## src/rtl/axis_rr_packet_arbiter.sv

```systemverilog
// N-to-1 AXI4-Stream arbiter: round-robin grants held for a whole packet,
// with a single registered output stage shared by all upstream ports.
module axis_rr_packet_arbiter #(
    parameter int NUM_PORTS  = 4,
    parameter int DATA_WIDTH = 32,
    parameter int ID_WIDTH   = 4,
    parameter int DEST_WIDTH = 4,
    parameter int USER_WIDTH = 1,
    localparam int IDX_W     = (NUM_PORTS > 1) ? $clog2(NUM_PORTS) : 1,
    localparam int KEEP_W    = DATA_WIDTH / 8
) (
    input  logic                             aclk,
    input  logic                             aresetn,
    input  logic [NUM_PORTS-1:0]             s_tvalid,
    output logic [NUM_PORTS-1:0]             s_tready,
    input  logic [NUM_PORTS*DATA_WIDTH-1:0]  s_tdata,
    input  logic [NUM_PORTS*KEEP_W-1:0]      s_tkeep,
    input  logic [NUM_PORTS-1:0]             s_tlast,
    input  logic [NUM_PORTS*ID_WIDTH-1:0]    s_tid,
    input  logic [NUM_PORTS*DEST_WIDTH-1:0]  s_tdest,
    input  logic [NUM_PORTS*USER_WIDTH-1:0]  s_tuser,
    output logic                             m_tvalid,
    input  logic                             m_tready,
    output logic [DATA_WIDTH-1:0]            m_tdata,
    output logic [KEEP_W-1:0]                m_tkeep,
    output logic                             m_tlast,
    output logic [ID_WIDTH-1:0]              m_tid,
    output logic [DEST_WIDTH-1:0]            m_tdest,
    output logic [USER_WIDTH-1:0]            m_tuser,
    output logic                             grant_valid,
    output logic [IDX_W-1:0]                 grant_idx
);

    localparam logic ST_IDLE = 1'b0;
    localparam logic ST_BUSY = 1'b1;
    localparam logic [IDX_W-1:0] LAST_PORT = IDX_W'(NUM_PORTS - 1);

    logic             state_q, state_d;
    logic [IDX_W-1:0] grant_q, grant_d;
    logic [IDX_W-1:0] last_grant_q, last_grant_d;

    logic                  m_tvalid_q;
    logic [DATA_WIDTH-1:0] m_tdata_q;
    logic [KEEP_W-1:0]     m_tkeep_q;
    logic                  m_tlast_q;
    logic [ID_WIDTH-1:0]   m_tid_q;
    logic [DEST_WIDTH-1:0] m_tdest_q;
    logic [USER_WIDTH-1:0] m_tuser_q;

    logic             arb_found;
    logic [IDX_W-1:0] arb_idx;
    logic [IDX_W-1:0] cand;
    logic             out_ready;
    logic             accept;

    // Search starts just after the previous winner, so it gets lowest priority.
    // NOTE: every variable written in always_comb gets a default first, otherwise a latch is inferred.
    always_comb begin
        arb_found = 1'b0;
        arb_idx   = last_grant_q;
        cand      = '0;
        for (int k = 1; k <= NUM_PORTS; k++) begin
            cand = IDX_W'((int'(last_grant_q) + k) % NUM_PORTS);
            if (!arb_found && s_tvalid[cand]) begin
                arb_found = 1'b1;
                arb_idx   = cand;
            end
        end
    end

    // Ready depends only on the output register, never on s_tvalid.
    assign out_ready = !m_tvalid_q || m_tready;
    assign accept    = (state_q == ST_BUSY) && s_tvalid[grant_q] && out_ready;

    always_comb begin
        s_tready = '0;
        if (state_q == ST_BUSY) s_tready[grant_q] = out_ready;
    end

    always_comb begin
        state_d      = state_q;
        grant_d      = grant_q;
        last_grant_d = last_grant_q;
        case (state_q)
            ST_IDLE: begin
                if (arb_found) begin
                    state_d      = ST_BUSY;
                    grant_d      = arb_idx;
                    last_grant_d = arb_idx;
                end
            end
            ST_BUSY: begin
                if (accept && s_tlast[grant_q]) state_d = ST_IDLE;
            end
            default: state_d = ST_IDLE;
        endcase
    end

    // NOTE: sequential state uses non-blocking assignments so every register samples pre-edge values.
    always_ff @(posedge aclk or negedge aresetn) begin
        if (!aresetn) begin
            state_q      <= ST_IDLE;
            grant_q      <= '0;
            last_grant_q <= LAST_PORT;
        end else begin
            state_q      <= state_d;
            grant_q      <= grant_d;
            last_grant_q <= last_grant_d;
        end
    end

    // Payload registers are reset too so the output bus reads as zero after reset.
    always_ff @(posedge aclk or negedge aresetn) begin
        if (!aresetn) begin
            m_tvalid_q <= 1'b0;
            m_tdata_q  <= '0;
            m_tkeep_q  <= '0;
            m_tlast_q  <= 1'b0;
            m_tid_q    <= '0;
            m_tdest_q  <= '0;
            m_tuser_q  <= '0;
        end else if (accept) begin
            m_tvalid_q <= 1'b1;
            m_tdata_q  <= s_tdata[int'(grant_q)*DATA_WIDTH +: DATA_WIDTH];
            m_tkeep_q  <= s_tkeep[int'(grant_q)*KEEP_W +: KEEP_W];
            m_tlast_q  <= s_tlast[grant_q];
            m_tid_q    <= s_tid[int'(grant_q)*ID_WIDTH +: ID_WIDTH];
            m_tdest_q  <= s_tdest[int'(grant_q)*DEST_WIDTH +: DEST_WIDTH];
            m_tuser_q  <= s_tuser[int'(grant_q)*USER_WIDTH +: USER_WIDTH];
        end else if (m_tready) begin
            m_tvalid_q <= 1'b0;
        end
    end

    assign m_tvalid    = m_tvalid_q;
    assign m_tdata     = m_tdata_q;
    assign m_tkeep     = m_tkeep_q;
    assign m_tlast     = m_tlast_q;
    assign m_tid       = m_tid_q;
    assign m_tdest     = m_tdest_q;
    assign m_tuser     = m_tuser_q;
    assign grant_valid = (state_q == ST_BUSY);
    assign grant_idx   = grant_q;

endmodule

```

## config.mk

```make
export PLATFORM = sky130hd
export DESIGN_NAME = axis_rr_packet_arbiter
export DESIGN_NICKNAME = d
export VERILOG_FILES = /design/src/rtl/axis_rr_packet_arbiter.sv
export SDC_FILE = /design/constraint.sdc
export NUM_CORES = 1
export LEC_CHECK = 0
export CAP_MARGIN = 10
export CORE_MARGIN = 2
export CORE_UTILIZATION = 31
export DETAILED_ROUTE_END_ITERATION = 8
export PLACE_DENSITY_LB_ADDON = 0.12
export SYNTH_ARGS = -nofsm -noshare
export SYNTH_HDL_FRONTEND = slang
export SYNTH_SLANG_ARGS = --single-unit
```

## constraint.sdc

```tcl
create_clock -name aclk -period 1.8 [get_ports aclk]
set_input_delay 0.27 -clock aclk [delete_from_list [all_inputs] [get_ports aclk]]
set_output_delay 0.27 -clock aclk [all_outputs]
set_load 0.01 [all_outputs]
```

==> flow_summary.html <==
<table>
<tr><th>Metric</th><th>Value</th></tr>
<tr><th colspan="2">Pwr</th></tr>
<tr><td>Internal Pwr Total</td><td>5.424 mW</td></tr>
<tr><td>Leak Pwr</td><td>2.330 nW</td></tr>
<tr><td>P_sw</td><td>approximately 2.8 mW</td></tr>
<tr><td>Part of the total power dissipated in sequential elements</td><td>26.8%</td></tr>
<tr><td>Share of power burned in the clock network</td><td>8.2%</td></tr>
<tr><td>Maximum vdd ir drop</td><td>677.5 µV</td></tr>
<tr><td>Pwr/cell area</td><td>1372 nW/µm²</td></tr>
<tr><td>Sw Ratio</td><td>33.95%</td></tr>
<tr><td>Fraction of power consumed by combinational cells</td><td>65.0%</td></tr>
<tr><th colspan="2">Timing</th></tr>
<tr><td>Highest clock frequency the design can meet</td><td>0.5652 GHz</td></tr>
<tr><td>Transition at the pin with the smallest max-transition slack</td><td>338.1 ps</td></tr>
<tr><td>Total Neg Setup Slack</td><td>0 ps</td></tr>
<tr><td>Slew headroom</td><td>between 70% and 80%</td></tr>
<tr><td>Post-route clock period utilization</td><td>98.30%</td></tr>
<tr><td>Count of endpoints failing hold in the final timing report</td><td>0</td></tr>
<tr><td>Count of final setup violators</td><td>0</td></tr>
<tr><td>Fin Clk Skew</td><td>5.958 ps</td></tr>
<tr><td>Clock period minus final worst setup slack</td><td>1769 ps</td></tr>
<tr><td>Final slew viol count</td><td>0</td></tr>
<tr><td>Unrepaired setup endpoints after global routing</td><td>yes</td></tr>
<tr><th colspan="2">Floorplanning</th></tr>
<tr><td>Die Outline Area</td><td>11140 µm²</td></tr>
<tr><td>Die outline height</td><td>105.5 µm</td></tr>
<tr><td>Starting utilization of the core area</td><td>31.38%</td></tr>
<tr><td>Die width</td><td>between 100 and 150 µm</td></tr>
<tr><td>IO Pins</td><td>245</td></tr>
<tr><td>Standard-cell rows</td><td>37</td></tr>
<tr><td>Floorplan core area</td><td>10180 µm²</td></tr>
<tr><th colspan="2">Clock tree</th></tr>
<tr><td>Post-CTS setup buffer count</td><td>0</td></tr>
<tr><td>Worst-path clk slew</td><td>100 ps</td></tr>
<tr><td>Clk_lat worst skew</td><td>300 ps</td></tr>
<tr><td>Number of buffers created by CTS</td><td>5</td></tr>
<tr><td>CTS Root Cell</td><td>clkbuf_8</td></tr>
<tr><td>Maximum clock insertion buffer count</td><td>2</td></tr>
<tr><td>Sinks on the clock net</td><td>52</td></tr>
<tr><td>TritonCTS clock tree</td><td>done</td></tr>
<tr><td>Depth of the CTS H-tree</td><td>2</td></tr>
<tr><th colspan="2">Global route</th></tr>
<tr><td>Largest net degree at the start of global routing</td><td>53</td></tr>
<tr><td>Remaining Overflow, GRT</td><td>0</td></tr>
<tr><td>Wire length of the first global-routing pass</td><td>15.82 mm</td></tr>
<tr><td>Number of global-route vias before repair</td><td>around 3200</td></tr>
<tr><td>Global Route Usage Sum</td><td>18.07%</td></tr>
<tr><td>Number of antenna violations at the first check in global routing</td><td>0</td></tr>
<tr><th colspan="2">Synth</th></tr>
<tr><td>Dominant synthesized flop cell</td><td>dfrtp_1</td></tr>
<tr><td>Most frequent cell after synthesis</td><td>dfrtp_1</td></tr>
<tr><td>Cell accounting for the most synthesized area</td><td>dfrtp_1</td></tr>
<tr><td>Number of enable-type register cells in the synthesized netlist</td><td>0</td></tr>
<tr><td>Leading cell types by count after synthesis</td><td>50 x dfrtp_1, 47 x mux4_2, 33 x mux2_1</td></tr>
<tr><td>Gate count after technology mapping</td><td>197</td></tr>
<tr><td>Share of synthesized area occupied by flip-flops and latches</td><td>40.80%</td></tr>
<tr><td>Synthesized area per cell</td><td>16.22 µm²</td></tr>
<tr><td>Number of register bits inferred by synthesis</td><td>52</td></tr>
<tr><td>Synth unique cells</td><td>26</td></tr>
<tr><td>Synth area leaders</td><td>dfrtp_1 39%, mux4_2 33%, mux2_1 12%</td></tr>
<tr><td>Top cell type's share of synthesized area</td><td>39.15%</td></tr>
<tr><td>Total number of yosys warnings</td><td>0</td></tr>
<tr><td>Post-Syn Nets</td><td>388</td></tr>
<tr><td>Post-synth design cell area</td><td>3196 µm²</td></tr>
<tr><td>Fraction of registers with async set or reset after synthesis</td><td>100.0%</td></tr>
<tr><th colspan="2">Routing</th></tr>
<tr><td>Total wire length after detailed routing</td><td>slightly above 10 mm</td></tr>
<tr><td>Initial DRT Pass Iterations</td><td>4</td></tr>
<tr><td>DRC marker count from the first detailed-route iteration</td><td>97</td></tr>
<tr><td>ANT nets after route</td><td>0</td></tr>
<tr><td>Total number of vias</td><td>2832</td></tr>
<tr><td>Final routed wire length divided by cell count</td><td>~17 µm</td></tr>
<tr><td>DRC</td><td>0</td></tr>
<tr><td>Vias per cell</td><td>4.849</td></tr>
<tr><th colspan="2">Cells and area</th></tr>
<tr><td>Util after Layout</td><td>58.78%</td></tr>
<tr><td>Number of nets in the finished design</td><td>638</td></tr>
<tr><td>Synth-to-Final Area Change</td><td>87.35%</td></tr>
<tr><td>Design area</td><td>5987 µm²</td></tr>
<tr><td>Diode count</td><td>0</td></tr>
<tr><td>Fraction of layout instances using a drive strength above 1</td><td>approximately 20%</td></tr>
<tr><td>Number of standard cells in the layout, taps in and fillers out</td><td>584</td></tr>
<tr><td>Fillers</td><td>873</td></tr>
<tr><th colspan="2">Critical path</th></tr>
<tr><td>Family with the most delay on the worst path</td><td>multiplexers</td></tr>
<tr><td>Critical Path Slowest Stage Cell</td><td>mux4_2</td></tr>
<tr><td>Series of cell instances along the critical path</td><td>mux4_2, nand3_4, buf_12, mux2_1</td></tr>
<tr><td>Number of buffer and inverter stages on the critical path</td><td>1</td></tr>
<tr><td>Worst endpoint data arrival time</td><td>1960 ps</td></tr>
<tr><td>Maximum net fanout on the critical path</td><td>24</td></tr>
<tr><td>Startpoint kind of the worst setup timing path</td><td>flip-flop</td></tr>
<tr><td>Worst Setup End Kind</td><td>flip-flop</td></tr>
<tr><td>Required time at the worst-slack endpoint</td><td>1990 ps</td></tr>
<tr><td>Maximum single-stage delay on the critical path</td><td>around 550 ps</td></tr>
<tr><td>Type of the setup path with the least slack</td><td>flip-flop to flip-flop</td></tr>
<tr><th colspan="2">Placed design</th></tr>
<tr><td>Placed cell areas</td><td>between 5000 and 6000 µm²</td></tr>
<tr><td>Count of placed standard cells including taps</td><td>approximately 580</td></tr>
<tr><td>Number of buffer cells added on primary ports</td><td>244</td></tr>
<tr><td>Detail Placement HPWL</td><td>~8.5 mm</td></tr>
<tr><td>GPL Wtd Cong</td><td>0.6938</td></tr>
<tr><th colspan="2">Run status</th></tr>
<tr><td>Outcome</td><td>completed</td></tr>
<tr><th colspan="2">Job</th></tr>
<tr><td>Maximum capacitance violations</td><td>0</td></tr>
<tr><th colspan="2">Hold path</th></tr>
<tr><td>Class of the worst hold path</td><td>input port to async pin</td></tr>
</table>
==> per-layer routing <==
| metal | wire length [µm] | track usage [%] | up-vias |
|---|---|---|---|
| met5 | 0 | 0 | - |
| met4 | 202 | 5.451 | 0 |
| met3 | 824 | 4.824 | 12 |
| met2 | 5673 | 35.58 | 126 |
| met1 | 3503 | 18.34 | 1405 |
| li1 | - | - | 1289 |
==> timing repair <==
item,CTS,global route
gates resized for setup,5,2
endpoints found under the hold margin,50,0
hold buffers,1,0
setup endpoints to repair,4,42
==> cells in the final DEF, fill, tap and decap left out, types with 2 or more instances in the layout <==
cell and instances:
mux2_2 12, nand2_1 5, nand2b_1 3, a31oi_1 2
clkbuf_8 5, a21o_1 4, clkdlybuf4s50_1 239, buf_12 5
dfstp_2 2, nor3_1 2, mux2_1 33, buf_4 10
dfrtp_1 48, nor2_1 3, a21oi_1 2, inv_1 4
mux4_2 47, dlygate4sd2_1 4
==> final cells by class <==
type / count / area, µm² / share of cell area [%]
repair buffers: 261 / 2629 / 43.91
flip-flops and latches: 52 / 1309 / 21.86
clock inverters: 3 / 22.52 / 0.3762
inverters: 4 / 15.01 / 0.2508
well taps: 136 / 170.2 / 2.842
clock buffers: 5 / 68.82 / 1.149
multi-input cells: 123 / 1773 / 29.61
==> path summary, 6_finish.rpt <==
check | depth (start not counted) | start | slack, ps | endpoint
worst max-delay path | 4 | grant_idx[1]$_DFFE_PN0P_ | 30 | m_tdata[31]$_DFFE_PN0P_
worst min-delay path | 3 | aresetn | 480 | m_tdata[31]$_DFFE_PN0P_
worst max register to register | 4 | grant_idx[1]$_DFFE_PN0P_ | 30 | m_tdata[31]$_DFFE_PN0P_
worst min register to register | 1 | m_tdata[6]$_DFFE_PN0P_ | 490 | m_tdata[6]$_DFFE_PN0P_
max in group asynchronous | 3 | aresetn | 1020 | last_grant_q[0]$_DFFE_PN1P_
min in group aclk | 1 | m_tdata[6]$_DFFE_PN0P_ | 490 | m_tdata[6]$_DFFE_PN0P_
==> power by group through the flow <==
stage	sequential, mW	combinational (mW)	clock [mW]
final	2.20	5.34	0.672
after global routing	2.30	5.72	0.745
after CTS	2.22	5.44	0.699
after detailed placement	2.23	5.44	0
after global placement	2.22	5.35	0
after floorplan	2.41	2.80	0
==> kinds of logic (layout without fill, tap and decap cells) <==
kind of cell	count (synthesis)	count (layout)	synth area share, %
compound gates	11	11	2.506
buf+inv	22	273	4.072
flops	52	52	40.80
mux	94	94	49.65
simple gates	18	18	2.976
==> flip-flops by register name (all words and copies together) (netlist names), 2 cells and up <==
signal	flops
grant_idx	2
last_grant_q	2
m_tdata	32
m_tdest	4
m_tid	4
m_tkeep	4
==> worst min-delay path, stage by stage <==
cell and delay, ps:
dlygate4sd3_1 520, buf_2 120, buf_12 260
==> through the flow <==
stage                     hold WS (ps)  power [mW]  setup WS, ps
after detailed placement         284.9       7.675        -264.1
after global routing             494.3       8.770        -20.63
after global placement           285.1       7.568        -212.8
after floorplan                 -25.59       5.213        -31.63
after CTS                        490.1       8.354         5.489
final                            476.6       8.212         30.56
No activity file was read; power rests on OpenSTA's default activity.
